### src/rtl/axi_pkg.sv
// Shared AXI4 encodings, bus-size helper and the master bridge FSM state type.
package axi_pkg;

    localparam logic [1:0] BURST_FIXED = 2'b00;
    localparam logic [1:0] BURST_INCR  = 2'b01;
    localparam logic [1:0] BURST_WRAP  = 2'b10;

    localparam logic [1:0] RESP_OKAY   = 2'b00;
    localparam logic [1:0] RESP_EXOKAY = 2'b01;
    localparam logic [1:0] RESP_SLVERR = 2'b10;
    localparam logic [1:0] RESP_DECERR = 2'b11;

    typedef enum logic [2:0] {
        ST_IDLE = 3'd0,
        ST_AW   = 3'd1,
        ST_W    = 3'd2,
        ST_B    = 3'd3,
        ST_AR   = 3'd4,
        ST_R    = 3'd5
    } axi_mst_state_t;

    // AxSIZE encoding for a full-width beat: log2 of the bus width in bytes.
    function automatic logic [2:0] size_from_width(input int data_width);
        logic [2:0] size;
        size = '0;
        for (int i = 0; i < 8; i++) begin
            if ((8 << i) == data_width) size = 3'(i);
        end
        return size;
    endfunction

endpackage

### src/rtl/axi_if.sv
// AXI4 bus bundle without ID return fields; the master drives through modport m.
interface axi_if #(
    parameter int ID_W_WIDTH = 4,
    parameter int ID_R_WIDTH = 4,
    parameter int ADDR_WIDTH = 16,
    parameter int DATA_WIDTH = 32
);
    logic [ID_W_WIDTH-1:0]   awid;
    logic [ADDR_WIDTH-1:0]   awaddr;
    logic [7:0]              awlen;
    logic [2:0]              awsize;
    logic [1:0]              awburst;
    logic                    awvalid;
    logic                    awready;
    logic [DATA_WIDTH-1:0]   wdata;
    logic [DATA_WIDTH/8-1:0] wstrb;
    logic                    wlast;
    logic                    wvalid;
    logic                    wready;
    logic [1:0]              bresp;
    logic                    bvalid;
    logic                    bready;
    logic [ID_R_WIDTH-1:0]   arid;
    logic [ADDR_WIDTH-1:0]   araddr;
    logic [7:0]              arlen;
    logic [2:0]              arsize;
    logic [1:0]              arburst;
    logic                    arvalid;
    logic                    arready;
    logic [DATA_WIDTH-1:0]   rdata;
    logic [1:0]              rresp;
    logic                    rlast;
    logic                    rvalid;
    logic                    rready;

    modport m (
        output awid, awaddr, awlen, awsize, awburst, awvalid,
        input  awready,
        output wdata, wstrb, wlast, wvalid,
        input  wready,
        input  bresp, bvalid,
        output bready,
        output arid, araddr, arlen, arsize, arburst, arvalid,
        input  arready,
        input  rdata, rresp, rlast, rvalid,
        output rready
    );

    modport s (
        input  awid, awaddr, awlen, awsize, awburst, awvalid,
        output awready,
        input  wdata, wstrb, wlast, wvalid,
        output wready,
        output bresp, bvalid,
        input  bready,
        input  arid, araddr, arlen, arsize, arburst, arvalid,
        output arready,
        output rdata, rresp, rlast, rvalid,
        input  rready
    );
endinterface

### src/rtl/axi_master_bridge.sv
// Core burst request port to AXI4 master: one transaction in flight, data streams
// pass straight through, and each transaction ends with a single done pulse.
module axi_master_bridge
    import axi_pkg::*;
#(
    parameter int ID_W_WIDTH = 4,
    parameter int ID_R_WIDTH = 4,
    parameter int ADDR_WIDTH = 16,
    parameter int DATA_WIDTH = 32,
    localparam int ID_WIDTH  = (ID_W_WIDTH > ID_R_WIDTH) ? ID_W_WIDTH : ID_R_WIDTH
) (
    input  logic                    clk,
    input  logic                    rst,
    input  logic                    req_valid,
    output logic                    req_ready,
    input  logic                    req_write,
    input  logic [ID_WIDTH-1:0]     req_id,
    input  logic [ADDR_WIDTH-1:0]   req_addr,
    input  logic [7:0]              req_len,
    input  logic                    wr_valid,
    output logic                    wr_ready,
    input  logic [DATA_WIDTH-1:0]   wr_data,
    input  logic [DATA_WIDTH/8-1:0] wr_strb,
    output logic                    rd_valid,
    input  logic                    rd_ready,
    output logic [DATA_WIDTH-1:0]   rd_data,
    output logic                    rd_last,
    output logic                    done,
    output logic [1:0]              done_resp,
    axi_if.m                        axi_m
);

    localparam logic [2:0] BEAT_SIZE = size_from_width(DATA_WIDTH);

    axi_mst_state_t          state;
    logic [ID_WIDTH-1:0]     id_q;
    logic [ADDR_WIDTH-1:0]   addr_q;
    logic [7:0]              len_q;
    logic [7:0]              beat_cnt;
    logic [1:0]              acc_resp;
    logic                    done_q;
    logic [1:0]              done_resp_q;
    logic                    beat_last;
    logic                    w_hs;
    logic                    r_hs;
    logic [1:0]              next_acc;

    assign beat_last = (beat_cnt == len_q);
    assign w_hs      = (state == ST_W) && wr_valid && axi_m.wready;
    assign r_hs      = (state == ST_R) && axi_m.rvalid && rd_ready;
    assign next_acc  = (axi_m.rresp > acc_resp) ? axi_m.rresp : acc_resp;
    assign done      = done_q;
    assign done_resp = done_resp_q;

    always_comb begin
        // NOTE: every output gets a default first, so no path through the case can infer a latch.
        req_ready     = 1'b0;
        wr_ready      = 1'b0;
        rd_valid      = 1'b0;
        rd_data       = '0;
        rd_last       = 1'b0;
        axi_m.awid    = '0;
        axi_m.awaddr  = '0;
        axi_m.awlen   = '0;
        axi_m.awsize  = '0;
        axi_m.awburst = '0;
        axi_m.awvalid = 1'b0;
        axi_m.wdata   = '0;
        axi_m.wstrb   = '0;
        axi_m.wlast   = 1'b0;
        axi_m.wvalid  = 1'b0;
        axi_m.bready  = 1'b0;
        axi_m.arid    = '0;
        axi_m.araddr  = '0;
        axi_m.arlen   = '0;
        axi_m.arsize  = '0;
        axi_m.arburst = '0;
        axi_m.arvalid = 1'b0;
        axi_m.rready  = 1'b0;
        case (state)
            ST_IDLE: req_ready = 1'b1;
            ST_AW: begin
                axi_m.awvalid = 1'b1;
                axi_m.awid    = id_q[ID_W_WIDTH-1:0];
                axi_m.awaddr  = addr_q;
                axi_m.awlen   = len_q;
                axi_m.awsize  = BEAT_SIZE;
                axi_m.awburst = BURST_INCR;
            end
            ST_W: begin
                axi_m.wvalid = wr_valid;
                axi_m.wdata  = wr_data;
                axi_m.wstrb  = wr_strb;
                axi_m.wlast  = beat_last;
                wr_ready     = axi_m.wready;
            end
            ST_B: axi_m.bready = 1'b1;
            ST_AR: begin
                axi_m.arvalid = 1'b1;
                axi_m.arid    = id_q[ID_R_WIDTH-1:0];
                axi_m.araddr  = addr_q;
                axi_m.arlen   = len_q;
                axi_m.arsize  = BEAT_SIZE;
                axi_m.arburst = BURST_INCR;
            end
            ST_R: begin
                rd_valid     = axi_m.rvalid;
                rd_data      = axi_m.rdata;
                rd_last      = axi_m.rlast;
                axi_m.rready = rd_ready;
            end
            default: ;
        endcase
    end

    // NOTE: state updates use non-blocking assignments so every register samples pre-edge values.
    always_ff @(posedge clk or posedge rst) begin
        if (rst) begin
            state       <= ST_IDLE;
            id_q        <= '0;
            addr_q      <= '0;
            len_q       <= '0;
            beat_cnt    <= '0;
            acc_resp    <= '0;
            done_q      <= 1'b0;
            done_resp_q <= '0;
        end else begin
            done_q      <= 1'b0;
            done_resp_q <= '0;
            case (state)
                ST_IDLE: if (req_valid) begin
                    id_q   <= req_id;
                    addr_q <= req_addr;
                    len_q  <= req_len;
                    state  <= req_write ? ST_AW : ST_AR;
                end
                ST_AW: if (axi_m.awready) begin
                    beat_cnt <= '0;
                    state    <= ST_W;
                end
                ST_W: if (w_hs) begin
                    beat_cnt <= beat_cnt + 8'd1;
                    if (beat_last) state <= ST_B;
                end
                ST_B: if (axi_m.bvalid) begin
                    done_q      <= 1'b1;
                    done_resp_q <= axi_m.bresp;
                    state       <= ST_IDLE;
                end
                ST_AR: if (axi_m.arready) begin
                    acc_resp <= RESP_OKAY;
                    state    <= ST_R;
                end
                ST_R: if (r_hs) begin
                    acc_resp <= next_acc;
                    // Termination follows RLAST alone; the beat count is not cross-checked.
                    if (axi_m.rlast) begin
                        done_q      <= 1'b1;
                        done_resp_q <= next_acc;
                        state       <= ST_IDLE;
                    end
                end
                default: state <= ST_IDLE;
            endcase
        end
    end

endmodule

### src/flat_wrapper.sv
// flat-port wrapper written by rule: the top's interface ports become plain ports
module axi_master_bridge_flat import axi_pkg::*;
#(
    parameter int ID_W_WIDTH = 4,
    parameter int ID_R_WIDTH = 4,
    parameter int ADDR_WIDTH = 16,
    parameter int DATA_WIDTH = 32,
    localparam int ID_WIDTH  = (ID_W_WIDTH > ID_R_WIDTH) ? ID_W_WIDTH : ID_R_WIDTH
)
  (clk, rst, req_valid, req_ready, req_write, req_id, req_addr, req_len, wr_valid, wr_ready, wr_data, wr_strb, rd_valid, rd_ready, rd_data, rd_last, done, done_resp, axi_m_awid, axi_m_awaddr, axi_m_awlen, axi_m_awsize, axi_m_awburst, axi_m_awvalid, axi_m_awready, axi_m_wdata, axi_m_wstrb, axi_m_wlast, axi_m_wvalid, axi_m_wready, axi_m_bresp, axi_m_bvalid, axi_m_bready, axi_m_arid, axi_m_araddr, axi_m_arlen, axi_m_arsize, axi_m_arburst, axi_m_arvalid, axi_m_arready, axi_m_rdata, axi_m_rresp, axi_m_rlast, axi_m_rvalid, axi_m_rready);
  axi_if #(.ID_W_WIDTH(ID_W_WIDTH), .ID_R_WIDTH(ID_R_WIDTH), .ADDR_WIDTH(ADDR_WIDTH), .DATA_WIDTH(DATA_WIDTH)) axi_m_i ();
  input  logic clk;
  input  logic rst;
  input  logic req_valid;
  output logic req_ready;
  input  logic req_write;
  input  logic [ID_WIDTH-1:0] req_id;
  input  logic [ADDR_WIDTH-1:0] req_addr;
  input  logic [7:0] req_len;
  input  logic wr_valid;
  output logic wr_ready;
  input  logic [DATA_WIDTH-1:0] wr_data;
  input  logic [DATA_WIDTH/8-1:0] wr_strb;
  output logic rd_valid;
  input  logic rd_ready;
  output logic [DATA_WIDTH-1:0] rd_data;
  output logic rd_last;
  output logic done;
  output logic [1:0] done_resp;
  output wire logic [$bits(axi_m_i.awid)-1:0] axi_m_awid;
  output wire logic [$bits(axi_m_i.awaddr)-1:0] axi_m_awaddr;
  output wire logic [$bits(axi_m_i.awlen)-1:0] axi_m_awlen;
  output wire logic [$bits(axi_m_i.awsize)-1:0] axi_m_awsize;
  output wire logic [$bits(axi_m_i.awburst)-1:0] axi_m_awburst;
  output wire logic [$bits(axi_m_i.awvalid)-1:0] axi_m_awvalid;
  input wire logic [$bits(axi_m_i.awready)-1:0] axi_m_awready;
  output wire logic [$bits(axi_m_i.wdata)-1:0] axi_m_wdata;
  output wire logic [$bits(axi_m_i.wstrb)-1:0] axi_m_wstrb;
  output wire logic [$bits(axi_m_i.wlast)-1:0] axi_m_wlast;
  output wire logic [$bits(axi_m_i.wvalid)-1:0] axi_m_wvalid;
  input wire logic [$bits(axi_m_i.wready)-1:0] axi_m_wready;
  input wire logic [$bits(axi_m_i.bresp)-1:0] axi_m_bresp;
  input wire logic [$bits(axi_m_i.bvalid)-1:0] axi_m_bvalid;
  output wire logic [$bits(axi_m_i.bready)-1:0] axi_m_bready;
  output wire logic [$bits(axi_m_i.arid)-1:0] axi_m_arid;
  output wire logic [$bits(axi_m_i.araddr)-1:0] axi_m_araddr;
  output wire logic [$bits(axi_m_i.arlen)-1:0] axi_m_arlen;
  output wire logic [$bits(axi_m_i.arsize)-1:0] axi_m_arsize;
  output wire logic [$bits(axi_m_i.arburst)-1:0] axi_m_arburst;
  output wire logic [$bits(axi_m_i.arvalid)-1:0] axi_m_arvalid;
  input wire logic [$bits(axi_m_i.arready)-1:0] axi_m_arready;
  input wire logic [$bits(axi_m_i.rdata)-1:0] axi_m_rdata;
  input wire logic [$bits(axi_m_i.rresp)-1:0] axi_m_rresp;
  input wire logic [$bits(axi_m_i.rlast)-1:0] axi_m_rlast;
  input wire logic [$bits(axi_m_i.rvalid)-1:0] axi_m_rvalid;
  output wire logic [$bits(axi_m_i.rready)-1:0] axi_m_rready;
  assign axi_m_awid = axi_m_i.awid;
  assign axi_m_awaddr = axi_m_i.awaddr;
  assign axi_m_awlen = axi_m_i.awlen;
  assign axi_m_awsize = axi_m_i.awsize;
  assign axi_m_awburst = axi_m_i.awburst;
  assign axi_m_awvalid = axi_m_i.awvalid;
  assign axi_m_i.awready = axi_m_awready;
  assign axi_m_wdata = axi_m_i.wdata;
  assign axi_m_wstrb = axi_m_i.wstrb;
  assign axi_m_wlast = axi_m_i.wlast;
  assign axi_m_wvalid = axi_m_i.wvalid;
  assign axi_m_i.wready = axi_m_wready;
  assign axi_m_i.bresp = axi_m_bresp;
  assign axi_m_i.bvalid = axi_m_bvalid;
  assign axi_m_bready = axi_m_i.bready;
  assign axi_m_arid = axi_m_i.arid;
  assign axi_m_araddr = axi_m_i.araddr;
  assign axi_m_arlen = axi_m_i.arlen;
  assign axi_m_arsize = axi_m_i.arsize;
  assign axi_m_arburst = axi_m_i.arburst;
  assign axi_m_arvalid = axi_m_i.arvalid;
  assign axi_m_i.arready = axi_m_arready;
  assign axi_m_i.rdata = axi_m_rdata;
  assign axi_m_i.rresp = axi_m_rresp;
  assign axi_m_i.rlast = axi_m_rlast;
  assign axi_m_i.rvalid = axi_m_rvalid;
  assign axi_m_rready = axi_m_i.rready;
  axi_master_bridge #(.ID_W_WIDTH(ID_W_WIDTH), .ID_R_WIDTH(ID_R_WIDTH), .ADDR_WIDTH(ADDR_WIDTH), .DATA_WIDTH(DATA_WIDTH)) u_core (.clk(clk), .rst(rst), .req_valid(req_valid), .req_ready(req_ready), .req_write(req_write), .req_id(req_id), .req_addr(req_addr), .req_len(req_len), .wr_valid(wr_valid), .wr_ready(wr_ready), .wr_data(wr_data), .wr_strb(wr_strb), .rd_valid(rd_valid), .rd_ready(rd_ready), .rd_data(rd_data), .rd_last(rd_last), .done(done), .done_resp(done_resp), .axi_m(axi_m_i));
endmodule
### config.mk
export PLATFORM = sky130hd
export DESIGN_NAME = axi_master_bridge_flat
export DESIGN_NICKNAME = d
export VERILOG_FILES = /design/src/rtl/axi_pkg.sv /design/src/rtl/axi_if.sv /design/src/rtl/axi_master_bridge.sv /design/src/flat_wrapper.sv
export SDC_FILE = /design/constraint.sdc
export NUM_CORES = 1
export LEC_CHECK = 0
export ABC_AREA = 0
export CAP_MARGIN = 5
export CORE_AREA = 2 2 100 102
export DETAILED_ROUTE_END_ITERATION = 8
export DIE_AREA = 0 0 102 104
export PLACE_DENSITY = 0.8
export SYNTH_ARGS = -nofsm -noshare
export SYNTH_HDL_FRONTEND = slang
export SYNTH_SLANG_ARGS = --single-unit
### constraint.sdc
create_clock -name clk -period 2.1 [get_ports clk]
set_clock_uncertainty 0.2 [all_clocks]
set_input_delay 0.315 -clock clk [delete_from_list [all_inputs] [get_ports clk]]
set_output_delay 0.315 -clock clk [all_outputs]
set_load 0.03 [all_outputs]
; ---- Yosys cells after proc, flatten, opt, wreduce, memory -nomap -nowiden
; Cells that the tools add are included.
[op_classes]
addsub = 1
magnitude_cmp = 1
reduce_logical = 11
eq_ne = 14
n_mux = 48
[ops]
columns = op, n
row1 = two-way mux 32 bit, 2
row2 = two-way mux 16 bit, 2
row3 = two-way mux 8 bit, 4
row4 = two-way mux 3 bit, 9
row5 = one-hot mux 3 bit (6 select lines), 1
row6 = two-way mux 2 bit, 8
row7 = one-hot mux 8 bit (2 select lines), 1
row8 = two-way mux 1 bit, 15
row9 = two-way mux 4 bit, 3
row10 = "inequality test 2 bit, second input constant", 5
row11 = "adder 8 x 1 -> 8 bit, second input constant", 1
row12 = equality test 8 bit, 1
row13 = one-hot mux 2 bit (2 select lines), 2
row14 = AND reduction 8 bit, 1
row15 = "equality test 3 x 2 -> 1 bit, second input constant", 2
row16 = "equality test 3 bit, second input constant", 2
row17 = "inequality test 2 x 1 -> 1 bit, second input constant", 3
row18 = AND reduction 3 bit, 2
row19 = logical AND 1 bit, 4
row20 = nonzero test 2 bit, 2
row21 = "equality test 3 x 1 -> 1 bit, second input constant", 1
row22 = logical NOT 3 bit, 1
row23 = greater-than comparator 2 bit, 1
row24 = one-hot mux 1 bit (2 select lines), 1
row25 = AND reduction 2 bit, 1
[totals]
elab_cells = 83
regBits = 44
out_inout_bits = 147

; ---- Logic depth before layout (Yosys ltp)
; Gate-level depths: netlist of run 1.
[depth]
word_depth = 5
mapped_depth = 6
ltp_nobuf = 6

; ---- Worst setup path before layout of run 1
; No wires, ideal clock.
[synth_timing]
kind = flip-flop to output port
startpoint = register u_core.state[2]
endpoint = output port axi_m_awid[0]
arrival_time_ns = 1.624
path_buffers = 2
stages_incl_launch_ff = 5
required_ns = 1.585
path_slack_ns = -0.039
cell_sequence = dfrtp_1 > buf_2 > nor3_1 > clkbuf_1 > and2_1
[synth_between]
elab_chain_len = 2
[synth_lines]
columns = item, line
row1 = from (decl), axi_master_bridge.sv:35  ; axi_mst_state_t state;
row2 = from (signal assigned), axi_master_bridge.sv:135  ; state <= req_write ? ST_AW : ST_AR;
row3 = equality test 3 x 1 -> 1 bit, axi_master_bridge.sv:80  ; case (state)
row4 = two-way mux 4 bit, axi_master_bridge.sv:80
row5 = to (decl), flat_wrapper.sv:30  ; output wire logic [$bits(axi_m_i.awid)-1:0] axi_m_awid;
; No other way between the ends.

; ---- Final worst setup path of run 1
[layout_timing]
startpoint = register u_core.beat_cnt[4]
endpoint = output port axi_m_wlast
[layout_between]
elab_chain_len = 2
[layout_lines]
columns = item, line
row1 = from (decl), axi_master_bridge.sv:39  ; logic [7:0] beat_cnt;
row2 = from (signal assigned), axi_master_bridge.sv:142  ; beat_cnt <= beat_cnt + 8'd1;
row3 = equality test 8 bit, axi_master_bridge.sv:48  ; assign beat_last = (beat_cnt == len_q);
row4 = two-way mux 1 bit, axi_master_bridge.sv:80
row5 = to (decl), flat_wrapper.sv:39  ; output wire logic [$bits(axi_m_i.wlast)-1:0] axi_m_wlast;
; No other way between the ends.

==> metrics.md, run 1 <==
| Metric | Value |
|---|---|
| Outcome | `complete, but fails checks` |
| Failing checks | `negative setup slack` |
| Clock Sinks | `44` |
| DRC viols | `0` |
| WL met3 | `672 µm` |
| I/O pin count | `259` |
| Sum Neg Setup Slack | `-0.325 ns` |
| Rel. slew slack | `0.628` |
| CTS root buf | `clkbuf_8` |
| Vias | `3454` |
| RD Place Congestion | `0.837` |
| Syn_area_per_cell | `8.96 µm²` |
| Slew Viols, Final | `0` |
| Initial DRC count | `143` |
| Synth-to-Final Area Change | `107%` |
| Met1 WL | `4910 µm` |
| Pwr dens | `1280 nW/µm²` |
| CTS tree | `built` |
| Netlist Area Pre-Place | `3090 µm²` |
| Worst Max-Slew Pin Slew | `0.553 ns` |
| Hold_ws | `0.0498 ns` |
| Yosys reg bits | `44` |
| Pre-CTS setup slack | `0.0142 ns` |
| RSZ-0062 raised after global routing | `yes` |
| Register area share after synthesis | `0.356` |
| Final Hold Vio Count | `0` |
| Final setup violation count | `25` |
| Antenna viol nets, final | `0` |
| Max cap viols | `0` |
| Die area | `10600 µm²` |
| Final worst-path cycle share | `1.04` |
| Layout Nets | `726` |
| Layout cells sized above 1 | `0.430` |
| Die width | `102 µm` |
| Reg clk slew, reported paths | `0.09 ns` |
| Number of buffers created by CTS | `5` |
| GRT Overall Usage | `0.200` |
| Number of flops mapped to enable cells by yosys | `0` |
| DR top layer | `met4` |
| Antenna cells | `0` |
| Met2 wire length | `6420 µm` |
| Vias in the first global route | `3345` |
| Crit path kind | `flip-flop to output port` |
| Input/output buffers | `252` |
| FP Rows | `36` |
| Largest net degree at the start of global routing | `36` |
| Reg2reg end | `u_core.state[0]$_DFFE_PP0P_` |
| Leak Pwr | `2.99 nW` |
| # hold bufs at CTS | `0` |
| DPL Wire Length | `8670 µm` |
| Critical path capture point type | `output port` |
| Multi-input gate area | `2020 µm²` |
| Crit Reg-Reg Startpoint | `u_core.state[1]$_DFFE_PP0P_` |
| Critical path data arrival time | `1.66 ns` |
| Clk_lat worst skew | `0.30 ns` |
| Synth async-reset ratio | `1.00` |
| CTS max path bufs | `2` |
| Post-Synthesis Cells | `345` |
| Fmax | `459 MHz` |
| Fill cells | `752` |
| VDD IR max | `0.640 mV` |
| Worst Path Required | `1.58 ns` |
| Layout Utilization | `0.670` |
| Minimum clock period | `2.18 ns` |
| Placed Cells | `715` |
| Reg area | `1110 µm²` |
| CP Max Fanout | `6` |
| Initial Utilization | `0.324` |
| DRT Wirelength | `12200 µm` |
| Die height | `104 µm` |
| Initial antenna violation count | `0` |
| R2R setup slack | `0.18 ns` |
| FF-to-FF path depth | `5` |
| Yosys warns | `0` |
| Core Footprint | `9550 µm²` |
| Worst min-delay path class | `primary input to async pin` |
| Pre-antenna DRT Iters | `4` |
| First-pass GRT wire length | `17100 µm` |
| H-tree levels | `2` |
| Cell variety after synth | `42` |
| DR WL/cell | `16.4 µm` |
| CP Launch Type | `flip-flop` |
| Post-synth top flop | `dfrtp_1` |
| Total congestion overflow | `0` |
| Layout Cells excl Fill | `743` |
| Worst setup margin | `-0.0780 ns` |
| Via density | `4.65` |
[metal layers]
layer,vias up,track usage
met5,-,0
met1,1639,0.249
met2,134,0.353
li1,1661,-
met3,20,0.0430
met4,0,0.0371
[through the flow]
stage / cell area [µm²] / power (mW)
detailed placement: 5510 / 6.52
global route: 6400 / 8.62
global placement: 5510 / 6.43
CTS: 5700 / 7.28
finish: 6400 / 8.18
floorplan: 3110 / 4.59
[layout by cell type (no fill, tap or decap), types with 2 or more instances in the layout]
cell / n
a21o_1: 2
a21oi_1: 2
a31oi_1: 2
and2_1: 66
and2_4: 37
and3_1: 15
and3_4: 17
buf_12: 10
buf_4: 68
buf_6: 91
clkbuf_16: 3
clkbuf_8: 5
clkdlybuf4s50_1: 114
conb_1: 6
dfrtp_1: 38
dfrtp_2: 6
ha_1: 4
inv_1: 5
mux2_1: 21
mux2_2: 8
nand2_1: 15
nand2b_1: 2
nor2_1: 11
nor3_2: 3
o21ai_0: 6
o21ai_1: 11
o31ai_1: 6
or3b_1: 2
xor2_1: 7
[worst max-delay path: stages, from the launching register on]
cell,delay (ns)
dfrtp_2,0.46
xor2_2,0.21
nor4_4,0.32
and3_4,0.26
buf_12,0.12
[timing repair]
action	CTS	global route
pin swaps	2	12
endpoints found under the hold margin	0	0
gates resized for setup	16	152
setup endpoints to repair	84	118
gates cloned	2	4
setup buffers	4	11
[power by group]
part	internal (mW)	switching [mW]	leakage, nW
clock	0.226	0.294	0.0400
sequential	1.20	0.305	0.540
combinational	2.92	3.24	2.41
[sequential cells by signal, indices dropped and copies added (netlist names)]
name	cells
u_core.done_resp	2
u_core.state	3
u_core.done	1
u_core.beat_cnt	8
u_core.acc_resp	2
u_core.id_q	4
u_core.len_q	8
u_core.addr_q	16
[cells by family after synthesis]
family	after synthesis	share of synthesized area
simple gates	183	0.355
flops	44	0.356
buf+inv	42	0.0725
compound gates	33	0.0676
mux	30	0.109
xor+xnor	8	0.0227
fa+ha+maj	4	0.0162
other cells	1	0.00121
[cells in the mapped netlist, types with 3 or more instances]
cell type,n,share of area
o21ai_1,11,0.018
buf_2,7,0.011
nor2_1,13,0.016
nand2_1,15,0.018
dfrtp_1,44,0.36
nand2b_1,3,0.0061
and2_1,103,0.21
o21ai_0,6,0.0097
clkbuf_1,14,0.017
o31ai_1,6,0.015
inv_1,6,0.0073
mux2_1,21,0.077
mux2_2,8,0.029
and3_1,32,0.065
ha_1,4,0.016
buf_4,13,0.032
xor2_1,8,0.023
[worst max path at each step]
stage,from,end,depth (start not counted)
after floorplan,u_core.state[0]$_DFFE_PP0P_,u_core.addr_q[10]$_DFFE_PP0P_,6
final,u_core.beat_cnt[4]$_DFFE_PP0P_,axi_m_wlast,4
after CTS,u_core.len_q[6]$_DFFE_PP0P_,axi_m_wlast,4
after global routing,u_core.beat_cnt[7]$_DFFE_PP0P_,axi_m_wlast,4
after global placement,axi_m_rresp[1],u_core.acc_resp[0]$_DFFE_PP0P_,7
after detailed placement,axi_m_rresp[1],u_core.acc_resp[0]$_DFFE_PP0P_,7
[layout make-up]
| cell class | count | area share |
|---|---|---|
| flip-flops and latches | 44 | 0.173 |
| inverters | 6 | 0.00352 |
| clock buffers | 5 | 0.0108 |
| multi-input cells | 264 | 0.315 |
| well taps | 133 | 0.0260 |
| repair buffers | 289 | 0.469 |
| clock inverters | 2 | 0.00196 |
(Power assumes the default switching activity.)
==> run 2: changes to the inputs <==
--- a/config.mk
+++ b/config.mk
@@ -8,6 +8,7 @@
 export ABC_AREA = 0
 export CAP_MARGIN = 5
 export CORE_AREA = 2 2 100 102
+export CTS_CLUSTER_SIZE = 14
 export DETAILED_ROUTE_END_ITERATION = 8
 export DIE_AREA = 0 0 102 104
 export PLACE_DENSITY = 0.8
==> results of run 2 <==
No change in the layout: final DEF, timing and power equal those of run 1.
